**src/rtl/leaf_sweep_sequencer_if.sv**
```systemverilog
// leaf_sweep_sequencer_if: sweep control, table config and result handshake bundle
interface leaf_sweep_sequencer_if #(parameter int W = 32);
   logic         start;
   logic [W-1:0] base;
   logic         busy;
   logic         cfg_we;
   logic         cfg_sel;
   logic [3:0]   cfg_addr;
   logic [W-1:0] cfg_data;
   logic         cfg_err;
   logic         out_valid;
   logic         out_ready;
   logic [3:0]   out_leaf;
   logic [W-1:0] out_value;
   logic [4:0]   out_h;
   logic [W-1:0] out_p1;
   logic         done;
   modport master (output start, base, cfg_we, cfg_sel, cfg_addr, cfg_data, out_ready,
                   input busy, cfg_err, out_valid, out_leaf, out_value, out_h, out_p1, done);
   modport slave (input start, base, cfg_we, cfg_sel, cfg_addr, cfg_data, out_ready,
                  output busy, cfg_err, out_valid, out_leaf, out_value, out_h, out_p1, done);
endinterface

```
**src/rtl/leaf_sweep_sequencer.sv**
```systemverilog
// leaf_sweep_sequencer: walks 16 leaves of a 4-level tree, emitting one masked index transform per leaf
module leaf_sweep_sequencer #(
   parameter int W      = 32,
   parameter int DEF_H  = 24,
   parameter int DEF_P1 = 0
) (
   input logic clk,
   input logic rst,
   leaf_sweep_sequencer_if.slave bus
);
   typedef enum logic [1:0] {IDLE, CALC, OUT, DONE} state_t;
   state_t       state, state_n;
   logic [W-1:0] base_r, acc, src, mul, mask;
   logic [3:0]   leaf;
   logic [1:0]   stage;
   logic         cfg_err;
   logic [4:0]   h_tab [16];
   logic [W-1:0] p1_tab [16];
   logic         out_valid;

   always_ff @(posedge clk) state <= rst ? IDLE : state_n;

   always_comb begin
      state_n = state;
      case (state)
         IDLE: state_n = bus.start ? CALC : IDLE;
         CALC: state_n = (stage == 2'd3) ? OUT : CALC;
         OUT:  state_n = !bus.out_ready ? OUT : (leaf == 4'd15) ? DONE : CALC;
         DONE: state_n = IDLE;
      endcase
   end

   // stage k multiplies by {4,4,3,2}; stage 0 restarts from the captured base
   assign src  = (stage == 2'd0) ? base_r : acc;
   assign mul  = (stage == 2'd3) ? src << 1 : (stage == 2'd2) ? src + (src << 1) : src << 2;
   assign mask = {W{1'b1}} >> (W - 1 - int'(h_tab[leaf]));

   always_ff @(posedge clk) begin
      if (rst) begin
         base_r  <= '0;
         acc     <= '0;
         leaf    <= '0;
         stage   <= '0;
         cfg_err <= 1'b0;
         for (int i = 0; i < 16; i++) begin
            h_tab[i]  <= 5'(DEF_H);
            p1_tab[i] <= W'(DEF_P1);
         end
      end else begin
         cfg_err <= bus.cfg_we && state != IDLE;
         if (state == IDLE && bus.cfg_we && !bus.cfg_sel) h_tab[bus.cfg_addr] <= bus.cfg_data[4:0];
         if (state == IDLE && bus.cfg_we && bus.cfg_sel) p1_tab[bus.cfg_addr] <= bus.cfg_data;
         if (state == IDLE && bus.start) begin
            base_r <= bus.base;
            leaf   <= '0;
            stage  <= '0;
         end
         if (state == CALC) begin
            acc   <= mul + {{(W-1){1'b0}}, leaf[~stage]};
            stage <= stage + 2'd1;
         end
         if (state == OUT && bus.out_ready && leaf != 4'd15) leaf <= leaf + 4'd1;
      end
   end

   assign out_valid     = state == OUT;
   assign bus.out_valid = out_valid;
   assign bus.busy      = state != IDLE;
   assign bus.done      = state == DONE;
   assign bus.cfg_err   = cfg_err;
   assign bus.out_leaf  = out_valid ? leaf : '0;
   assign bus.out_value = out_valid ? acc & mask : '0;
   assign bus.out_h     = out_valid ? h_tab[leaf] : '0;
   assign bus.out_p1    = out_valid ? p1_tab[leaf] : '0;
endmodule

```
**src/flat_wrapper.sv**
```systemverilog
// flat-port wrapper written by rule: the top's interface ports become plain ports
module leaf_sweep_sequencer_flat 
#(
   parameter int W      = 32,
   parameter int DEF_H  = 24,
   parameter int DEF_P1 = 0
)
  (clk, rst, bus_start, bus_base, bus_cfg_we, bus_cfg_sel, bus_cfg_addr, bus_cfg_data, bus_out_ready, bus_busy, bus_cfg_err, bus_out_valid, bus_out_leaf, bus_out_value, bus_out_h, bus_out_p1, bus_done);
  leaf_sweep_sequencer_if #(.W(W)) bus_i ();
  input logic clk;
  input logic rst;
  input wire logic [$bits(bus_i.start)-1:0] bus_start;
  input wire logic [$bits(bus_i.base)-1:0] bus_base;
  input wire logic [$bits(bus_i.cfg_we)-1:0] bus_cfg_we;
  input wire logic [$bits(bus_i.cfg_sel)-1:0] bus_cfg_sel;
  input wire logic [$bits(bus_i.cfg_addr)-1:0] bus_cfg_addr;
  input wire logic [$bits(bus_i.cfg_data)-1:0] bus_cfg_data;
  input wire logic [$bits(bus_i.out_ready)-1:0] bus_out_ready;
  output wire logic [$bits(bus_i.busy)-1:0] bus_busy;
  output wire logic [$bits(bus_i.cfg_err)-1:0] bus_cfg_err;
  output wire logic [$bits(bus_i.out_valid)-1:0] bus_out_valid;
  output wire logic [$bits(bus_i.out_leaf)-1:0] bus_out_leaf;
  output wire logic [$bits(bus_i.out_value)-1:0] bus_out_value;
  output wire logic [$bits(bus_i.out_h)-1:0] bus_out_h;
  output wire logic [$bits(bus_i.out_p1)-1:0] bus_out_p1;
  output wire logic [$bits(bus_i.done)-1:0] bus_done;
  assign bus_i.start = bus_start;
  assign bus_i.base = bus_base;
  assign bus_i.cfg_we = bus_cfg_we;
  assign bus_i.cfg_sel = bus_cfg_sel;
  assign bus_i.cfg_addr = bus_cfg_addr;
  assign bus_i.cfg_data = bus_cfg_data;
  assign bus_i.out_ready = bus_out_ready;
  assign bus_busy = bus_i.busy;
  assign bus_cfg_err = bus_i.cfg_err;
  assign bus_out_valid = bus_i.out_valid;
  assign bus_out_leaf = bus_i.out_leaf;
  assign bus_out_value = bus_i.out_value;
  assign bus_out_h = bus_i.out_h;
  assign bus_out_p1 = bus_i.out_p1;
  assign bus_done = bus_i.done;
  leaf_sweep_sequencer #(.W(W), .DEF_H(DEF_H), .DEF_P1(DEF_P1)) u_core (.clk(clk), .rst(rst), .bus(bus_i));
endmodule
```
**config.mk**
```make
export PLATFORM = sky130hd
export DESIGN_NAME = leaf_sweep_sequencer_flat
export DESIGN_NICKNAME = d
export VERILOG_FILES = /design/src/rtl/leaf_sweep_sequencer_if.sv /design/src/rtl/leaf_sweep_sequencer.sv /design/src/flat_wrapper.sv
export SDC_FILE = /design/constraint.sdc
export NUM_CORES = 1
export LEC_CHECK = 0
export ABC_AREA = 1
export BUFFER_PORTS_ARGS = -buffer_cell sky130_fd_sc_hd__buf_2
export CORE_UTILIZATION = 50
export DETAILED_ROUTE_END_ITERATION = 10
export HOLD_SLACK_MARGIN = 0.05
export PLACE_DENSITY = 0.67
export SETUP_SLACK_MARGIN = 0.3
export SYNTH_ARGS = -nofsm -noshare
export SYNTH_HDL_FRONTEND = slang
export SYNTH_SLANG_ARGS = --single-unit
```
**constraint.sdc**
```tcl
create_clock -name clk -period 3.7 [get_ports clk]
set_input_delay 0.74 -clock clk [delete_from_list [all_inputs] [get_ports clk]]
set_output_delay 0.74 -clock clk [all_outputs]
set_load 0.01 [all_outputs]
```
Word-level counts from Yosys, hierarchy flattened
Memories as Yosys holds them, arrays and structs flattened. A register that Yosys moved wholly into a read port is not among the register bits.
Cells that the tools add are included.
Widths: inputs -> output; s select.
Word-level totals
  input bits: 74
  RAM bits: 592
  memories: 2
  word-level logic and storage cells: 75
  register bits after elaboration: 73
  output and inout bits: 77
Operators by class
  $lt $le $gt $ge: 1
  shift-type cells: 1
  $add $sub $neg: 5
  bitwise gates (word level): 2
  reductions and logical operators: 15
  multiplexer cells: 36
  eq/ne operators: 7
Memories
  u_core.p1_tab: depth 16, width 32, read ports 1, clocked after Yosys merged registers in 1, write ports 16, line leaf_sweep_sequencer.sv:18  | logic [W-1:0] p1_tab [16];
  u_core.h_tab: depth 16, width 5, read ports 1, clocked after Yosys merged registers in 1, write ports 16, line leaf_sweep_sequencer.sv:17  | logic [4:0] h_tab [16];
Operator list (number)
  $mux 32: 6
  $mux 4: 9
  $add 32x1->32: 1
  $add 32x32->32: 1
  $and 32x32->32: 1
  $reduce_or 32->1: 1
  $shr 32x32->32 const A: 1
  $mux 1: 12
  $mux 2: 5
  $mux 5: 2
  $eq 2x2->1 const B: 4
  $pmux 2 s4: 1
  $logic_and 1x1->1: 7
  $reduce_bool 2->1: 3
  $sub 5x5->6 const A: 1
  $reduce_or 5->1: 1
  $add 4x1->4 const B: 1
  $eq 4x4->1 const B: 1
  $logic_not 2->1: 2
  $ne 4x4->1 const B: 1
  $lt 2x3->1 const B: 1
  $add 2x1->2 const B: 1
  $bmux 1 s2: 1
  $eq 2x1->1 const B: 1
  2 further kinds: 2

Longest topological paths before layout
Gate-level depths: netlist of the first run.
  depth in word-level cells: 8
  gate-level depth with buffers: 31

Least setup slack after synthesis of the first run
OpenSTA, ideal clock, no wires.
  path kind: register to register
  from: register u_core.stage[0]
  to: register u_core.acc[31]
  slack: 0.307 ns
  arrival time: 3.284 ns
  data required time: 3.591 ns
  clock period less this slack: 3.393 ns
  stages on the path, launching flop included: 28
  buffers on the path: 3
  library setup time: 0.109 ns
  cell sequence: dfxtp_1 -> inv_1 -> ha_1 -> buf_6 -> buf_4 -> clkbuf_1 -> o21ai_0 -> ha_1 -> nand2_1 -> nor2_1 -> inv_1 -> nor3_1 -> nor3b_1 -> nand3_1 -> nand2_1 -> nand2_1 -> nand3_1 -> nand2_1 -> nand2_1 -> nand2_1 -> inv_1 -> nand2_1 -> nor2_1 -> nand3_1 -> nand2_1 -> nand3_1 -> nand2_1 -> inv_1
On the way
  word-level cells in the longest chain between the ends: 6
  elaborated cells between the ends (all ways): 11
  those cells by class: 2 x add/sub; 2 x eq/ne; 5 x mux; 1 x bitwise; 1 x reduce/logical
RTL lines
  start, declared: line leaf_sweep_sequencer.sv:15  | logic [1:0] stage;
  start signal, assigned: line leaf_sweep_sequencer.sv:60  | stage <= stage + 2'd1;
  $logic_not 2->1: line leaf_sweep_sequencer.sv:34  | assign src = (stage == 2'd0) ? base_r : acc;
  $mux 32: line leaf_sweep_sequencer.sv:34
  $add 32x32->32: line leaf_sweep_sequencer.sv:35  | assign mul = (stage == 2'd3) ? src << 1 : (stage == 2'd2) ? src + (src << 1) : src << 2;
  $mux 32 (2 in a row): line leaf_sweep_sequencer.sv:35
  $add 32x1->32 *: line leaf_sweep_sequencer.sv:59  | acc <= mul + {{(W-1){1'b0}}, leaf[~stage]};
  end signal, assigned: line leaf_sweep_sequencer.sv:59
  end, declared: line leaf_sweep_sequencer.sv:13  | logic [W-1:0] base_r, acc, src, mul, mask;
Mark *: on every way between the ends. The rest lies on a longest branch, timed or not. The select of a mux whose other input is x is not followed.
A chain may end at the register's enable or synchronous reset.

==> metrics.md, run 1 <==
| Metric | Value |
|---|---|
| Fill cells | `5516` |
| Seq. cell area | `0.0193 sq mm` |
| Hold Crit Class | `input port to flip-flop` |
| Register area share after synthesis | `0.570` |
| Critical Path Fanout Max | `15` |
| Layout cell share with drive strength beyond 1 | `0.238` |
| Reg2Reg Depth | `21` |
| Final net count | `4104` |
| Vias | `29764` |
| Async set-or-reset flop fraction in the synthesized netlist | `0` |
| Drt first pass iters | `6` |
| Post-placement cell area | `0.0360 sq mm` |
| First-pass GRT wire length | `167000 microns` |
| Overall routing resource usage | `0.318` |
| Top cell type's share of synthesized area | `0.525` |
| Clk pin slew, worst setup/hold paths | `0.06 ns` |
| Worst Max-Slew Pin Slew | `1.20 ns` |
| Clock Latency Late Sink | `0.64 ns` |
| Min-Delay Path Depth | `3` |
| Max VDD drop | `0.000427 V` |
| Clk buf depth | `3` |
| Post-route ant nets | `0` |
| CTS Buf Count | `73` |
| Slew Viols, Final | `0` |
| Final wirelength | `115000 microns` |
| Mapped Cells | `3806` |
| Synth-to-layout area growth | `22.7%` |
| Design area | `0.0416 sq mm` |
| Leak | `16.6 nW` |
| # DRC | `0` |
| FMAX | `284 MHz` |
| H-tree Lvls | `3` |
| Vias/cell | `6.04` |
| Cell variety after synth | `53` |
| Max-cap viol count | `0` |
| Pin count of the biggest net entering global routing | `105` |
| CORE AREA | `0.0670 sq mm` |
| Post-synth EDFFs | `592` |
| Synthesized flop and latch total | `669` |
| Power Density | `445 mW/mm^2` |
| Antenna Cells | `0` |
| Initial antenna violation count | `0` |
| I/O pins | `151` |
| Post-synthesis average cell area | `8.90 sq um` |
| Post-synth top flop | `edfxtp_1` |
| Synth area leader | `edfxtp_1` |
| Initial core utilization | `0.505` |
| Final min period | `3.52 ns` |
| Worst path required time | `2.96 ns` |
| Max-slew headroom | `0.202` |
| GRT Residual Overflow | `0` |
| Die Width | `262 microns` |
| Site Rows | `95` |
| Hold Vio Cnt, Final | `0` |
| Setup Viol. Count Final | `0` |
| Root buffer cell | `clkbuf_16` |
| GP Congestion | `0.965` |
| Multi-input logic area | `0.0145 sq mm` |
| Most common cell after layout, fill and taps aside | `nor2_1` |
| Most frequent cells in the layout | `955 x nor2_1, 592 x edfxtp_1, 373 x o21ai_0, 327 x nand2_1, 242 x inv_1` |
| Setup crit start kind | `flip-flop` |
| Status | `completed` |
| Syn nets | `3909` |
| Die Height | `262 microns` |
| PortBufs | `150` |
| CTS tree | `done` |
| Mapped cell area | `0.0339 sq mm` |
| RSZ-0062 raised after global routing | `true` |
| Vias in the first global route | `27702` |
| Overall power | `0.0185 W` |
| Die ar. | `0.0688 sq mm` |
| Clk sinks | `669` |
| Drt wl/cell | `23.3 microns` |
| CP Capture Type | `output pin` |
| Synth area leaders | `edfxtp_1 52%, nor2_1 11%, o21ai_0 6.0%` |
| Critical path class | `flip-flop to output pin` |
| Final Cycle Share | `0.952` |
| Clock skew | `0.0280 ns` |
| Ys Warns | `0` |
| Detailed Place HPWL | `64200 microns` |
| Crit path arrival time | `2.78 ns` |
| Hold buffers post-CTS | `0` |
| Initial DRC Count | `3604` |
final timing paths:
kind                                                    start                        endpoint  slack (ns)
worst max-delay path                                flip-flop               bus_out_value[10]        0.18
worst min-delay path                             bus_base[23]  u_core.base_r[23]$_SDFFE_PP0P_        0.36
worst max register to register   u_core.stage[0]$_SDFFE_PP0P_     u_core.acc[21]$_SDFFE_PP0P_        0.30
worst min register to register  u_core.base_r[4]$_SDFFE_PP0P_   u_core.base_r[4]$_SDFFE_PP0P_        0.48
registers in the layout (all words and copies together) (netlist names), named ones only:
name,cells
u_core.acc,32
u_core.base_r,32
u_core.bus.cfg_err,1
u_core.h_tab,80
u_core.leaf,4
u_core.p1_tab,512
u_core.stage,2
u_core.state,2
metrics by stage:
stage          utilization  hold slack (ns)  setup TNS (ns)  std cells  worst slack [ns]
2_1_floorplan            -            0.444               0       3806             0.307
3_3_place_gp         0.537            0.458           -2.46       4703            -0.434
3_5_place_dp         0.537            0.463           -2.61       4703            -0.480
4_1_cts              0.595            0.345               0       4883             0.202
5_1_grt              0.620            0.377               0       4927            0.0356
6_report             0.620            0.358               0       4927             0.179
Yosys cell counts, types with 13 or more instances:
library cell / instances
nand4_1: 40
nor3_1: 21
o211ai_1: 44
nor2_4: 13
a21oi_1: 115
inv_2: 18
o221ai_1: 108
nor2_1: 1013
clkbuf_1: 248
nand3_1: 136
inv_1: 263
nand2_1: 462
o22ai_1: 41
dfxtp_1: 77
nor2_2: 14
nand2_2: 49
xor2_1: 15
edfxtp_1: 592
o21ai_0: 406
ha_1: 29
final cells by class:
| cell class | count | area share |
|---|---|---|
| Tap cell | 873 | 0.0263 |
| Clock inverter | 39 | 0.00993 |
| Sequential cell | 669 | 0.465 |
| Timing Repair Buffer | 381 | 0.0766 |
| Clock buffer | 89 | 0.0462 |
| Inverter | 283 | 0.0264 |
| Multi-Input combinational cell | 2589 | 0.348 |
| Timing Repair inverter | 4 | 0.00135 |
metal layers:
layer / vias to the layer above / track usage / share of wire
li1: 13368 / - / -
met1: 14289 / 0.412 / 0.38
met2: 1751 / 0.523 / 0.47
met3: 356 / 0.0532 / 0.099
met4: 0 / 0.144 / 0.049
met5: - / 0 / 0
cell families after synthesis:
group           Yosys count  share of synthesized area
simple gates           1785                      0.219
flops                   669                      0.570
xor+xnor                 19                    0.00491
fa+ha+maj                29                     0.0107
buf+inv                 548                     0.0619
compound gates          756                      0.133
worst max-delay path, stage by stage, from the launching register on:
cell      delay, ns
dfxtp_4        0.43
buf_12         0.22
inv_16         0.07
buf_4          0.14
nor2_1         0.15
o221ai_2       0.17
nand3_2        0.16
nand2_4        0.10
buf_4          0.17
o21ai_1        0.19
nand2_1        0.09
nand3_1        0.09
inv_1          0.05
buf_2          0.13
report_power, final:
group          leakage (nW)  switching, W  internal (W)
Clock                  1.14       0.00315       0.00409
Sequential             6.55      0.000125       0.00852
Combinational          8.96       0.00172      0.000890
Total                  16.6       0.00500        0.0135
repair_timing:
action                                  CTS  global route
gates cloned                             13             4
setup buffers                            39            40
resized for setup                       224           322
pin swaps                                57           146
hold endpoints to repair                  0             0
endpoints found under the setup margin   86            85
Note: power is estimated with default switching activity, not from simulation.
==> run 2: changes to the inputs <==
- PLACE_DENSITY: 0.67 -> 0.64
==> run 2 against run 1 <==
Against the previous run: wire length increased by 0.46%; combinational power is essentially flat; first-iteration DRC count is 7.4% lower; sequential share of layout area fell by 0.20 points; count of clock-buffer cells in the layout rose by 4; critical path type unchanged; critical endpoint is now bus_out_value[11]; largest cell class unchanged; largest power group unchanged.
==> metrics.md, run 2 (synthesis gave the netlist of run 1 again) <==
| Metric | Value |
|---|---|
| Status | `completed` |
| Placed Instances | `4746` |
| Die ar. | `0.0688 sq mm` |
| RSZ-0062 raised after global routing | `true` |
| GP Congestion | `0.953` |
| Antenna Cells | `0` |
| Most common cell after layout, fill and taps aside | `nor2_1` |
| Final hold slack | `0.378 ns` |
| Seq. cell area | `0.0193 sq mm` |
| Worst path required time | `2.96 ns` |
| Layout cell share with drive strength beyond 1 | `0.237` |
| CP Capture Type | `output pin` |
| Initial antenna violation count | `1` |
| Clk sinks | `669` |
| Vias | `29660` |
| Detailed Place HPWL | `65400 microns` |
| Critical Path Fanout Max | `7` |
| Max VDD drop | `0.000459 V` |
| Most frequent cells in the layout | `960 x nor2_1, 592 x edfxtp_1, 363 x o21ai_0, 358 x nand2_1, 240 x inv_1` |
| Clk pwr share | `0.383` |
| Setup Viol. Count Final | `0` |
| GRT Residual Overflow | `0` |
| PortBufs | `150` |
| Leak | `16.8 nW` |
| Max reg flops | `512` |
| Critical path class | `flip-flop to output pin` |
| Design area | `0.0417 sq mm` |
| First-pass GRT wire length | `168000 microns` |
| Initial core utilization | `0.505` |
| Vias/cell | `5.96` |
| Final Cycle Share | `0.975` |
| CTS tree | `done` |
| Drt first pass iters | `8` |
| Die Width | `262 microns` |
| Clock skew | `0.0154 ns` |
| Max-slew headroom | `0.253` |
| Seq pwr share | `0.475` |
| Switching power | `0.00487 W` |
| Drt wl/cell | `23.1 microns` |
| I/O pins | `151` |
| Final min period | `3.61 ns` |
| Met1 wire length | `44700 microns` |
| Root buffer cell | `clkbuf_16` |
| CP cell instances | `buf_12 -> buf_12 -> clkinv_8 -> o21ai_4 -> o22ai_2 -> o211ai_1 -> nand2_4 -> nand2_4 -> inv_1 -> a31oi_2 -> a211oi_2 -> buf_2` |
| Hold Vio Cnt, Final | `0` |
| TNS Setup | `0 ns` |
| Setup crit start kind | `flip-flop` |
| H-tree Lvls | `3` |
| Multi-input logic area | `0.0141 sq mm` |
| Hold Crit Class | `input port to flip-flop` |
| Synth-to-layout area growth | `23.2%` |
| CTS Buf Count | `74` |
| Clk pin slew, worst setup/hold paths | `0.06 ns` |
| Clk buf depth | `3` |
| Max-cap viol count | `0` |
| # DRC | `0` |
| Met3 wire length | `10700 microns` |
| Post-route ant nets | `0` |
| Switch share | `0.268` |
| Worst Max-Slew Pin Slew | `1.12 ns` |
| Reg with most FFs | `u_core.p1_tab` |
| Initial DRC Count | `3337` |
| Slew Viols, Final | `0` |
| FMAX | `277 MHz` |
| Crit-path slowest cell | `dfxtp_4` |
| CORE AREA | `0.0670 sq mm` |
| Die Height | `262 microns` |
| Final Non-Filler Cells | `4980` |
| Gate power share | `0.143` |
| Hold buffers post-CTS | `0` |
| Pin count of the biggest net entering global routing | `95` |
| Overall routing resource usage | `0.323` |
| Final net count | `4154` |
| Fill cells | `5548` |
| Vias in the first global route | `27615` |
| Crit path arrival time | `2.87 ns` |
| Power Density | `436 mW/mm^2` |
| Post-placement cell area | `0.0364 sq mm` |
| Int Pwr | `0.0133 W` |
| Site Rows | `95` |
| Clock Latency Late Sink | `0.63 ns` |
| Top sig layer | `met5` |
| Biggest regs | `u_core.p1_tab x512, u_core.h_tab x80` |
| Crit-path max cell delay | `0.38 ns` |
| Met2 routed WL | `54400 microns` |
| Final wirelength | `115000 microns` |
-- run 2: cell count changes in the layout (fill, tap and decap cells not counted), moves of 10 or more --
cell     before  now
buf_12       20   31
buf_4       175  211
nand2_1     327  358
nand2_2     132  110
nor2_2       31   42
nor2_4       54   38
o21ai_0     373  363
-- run 2: area by class of cell --
| cell class | count | share of cell area |
|---|---|---|
| Clock inverter | 39 | 0.00746 |
| Clock buffer | 93 | 0.0468 |
| Tap cell | 873 | 0.0262 |
| Multi-Input combinational cell | 2589 | 0.339 |
| Sequential cell | 669 | 0.463 |
| Timing Repair Buffer | 427 | 0.0883 |
| Timing Repair inverter | 7 | 0.00270 |
| Inverter | 283 | 0.0266 |
-- run 2: final timing paths --
path / start / endpoint / slack (ns) / cells past startpoint
setup reg to reg: u_core.stage[0]$_SDFFE_PP0P_ / u_core.acc[28]$_SDFFE_PP0P_ / 0.15 / 26
setup / recovery: flip-flop / bus_out_value[11] / 0.09 / 12
hold reg to reg: u_core.base_r[4]$_SDFFE_PP0P_ / u_core.base_r[4]$_SDFFE_PP0P_ / 0.48 / 2
hold / removal: bus_cfg_we / u_core.bus.cfg_err$_SDFF_PP0_ / 0.38 / 3
-- run 2: critical path: cells and delay by family (launching register included) --
kind / cells / cell delay [ns]
AO/OA/AOI/OAI: 5 / 0.90
flip-flops: 1 / 0.38
AND/OR/NAND/NOR: 2 / 0.28
buffers and inverters: 5 / 0.65
-- run 2: repair_timing --
| action | in CTS | in global routing |
|---|---|---|
| gates cloned | 13 | 5 |
| setup endpoints to repair | 85 | 79 |
| setup buffers | 35 | 49 |
| gates resized for setup | 249 | 248 |
| pin swaps | 59 | 123 |
-- run 2: per-layer routing --
metal / track usage / vias up
met2: 0.529 / 1665
met3: 0.0492 / 321
met4: 0.152 / 2
li1: - / 13473
met5: 0 / -
met1: 0.422 / 14199
-- run 2: metrics by stage --
step / utilization / power (W) / worst slack, ns
finish: 0.623 / 0.0182 / 0.0912
global route: 0.623 / 0.0187 / -0.0332
CTS: 0.601 / 0.0180 / 0.227
detailed placement: 0.543 / 0.0108 / -0.383
global placement: 0.543 / 0.0108 / -0.451
floorplan: - / 0.00999 / 0.307
-- run 2: power groups by stage --
| stage | combinational (W) | clock, W | sequential [W] |
|---|---|---|---|
| final | 0.00260 | 0.00696 | 0.00864 |
| after global routing | 0.00279 | 0.00727 | 0.00866 |
| after CTS | 0.00233 | 0.00701 | 0.00863 |
| after detailed placement | 0.00205 | 0 | 0.00878 |
| after global placement | 0.00205 | 0 | 0.00877 |
| after floorplan | 0.00124 | 0 | 0.00875 |
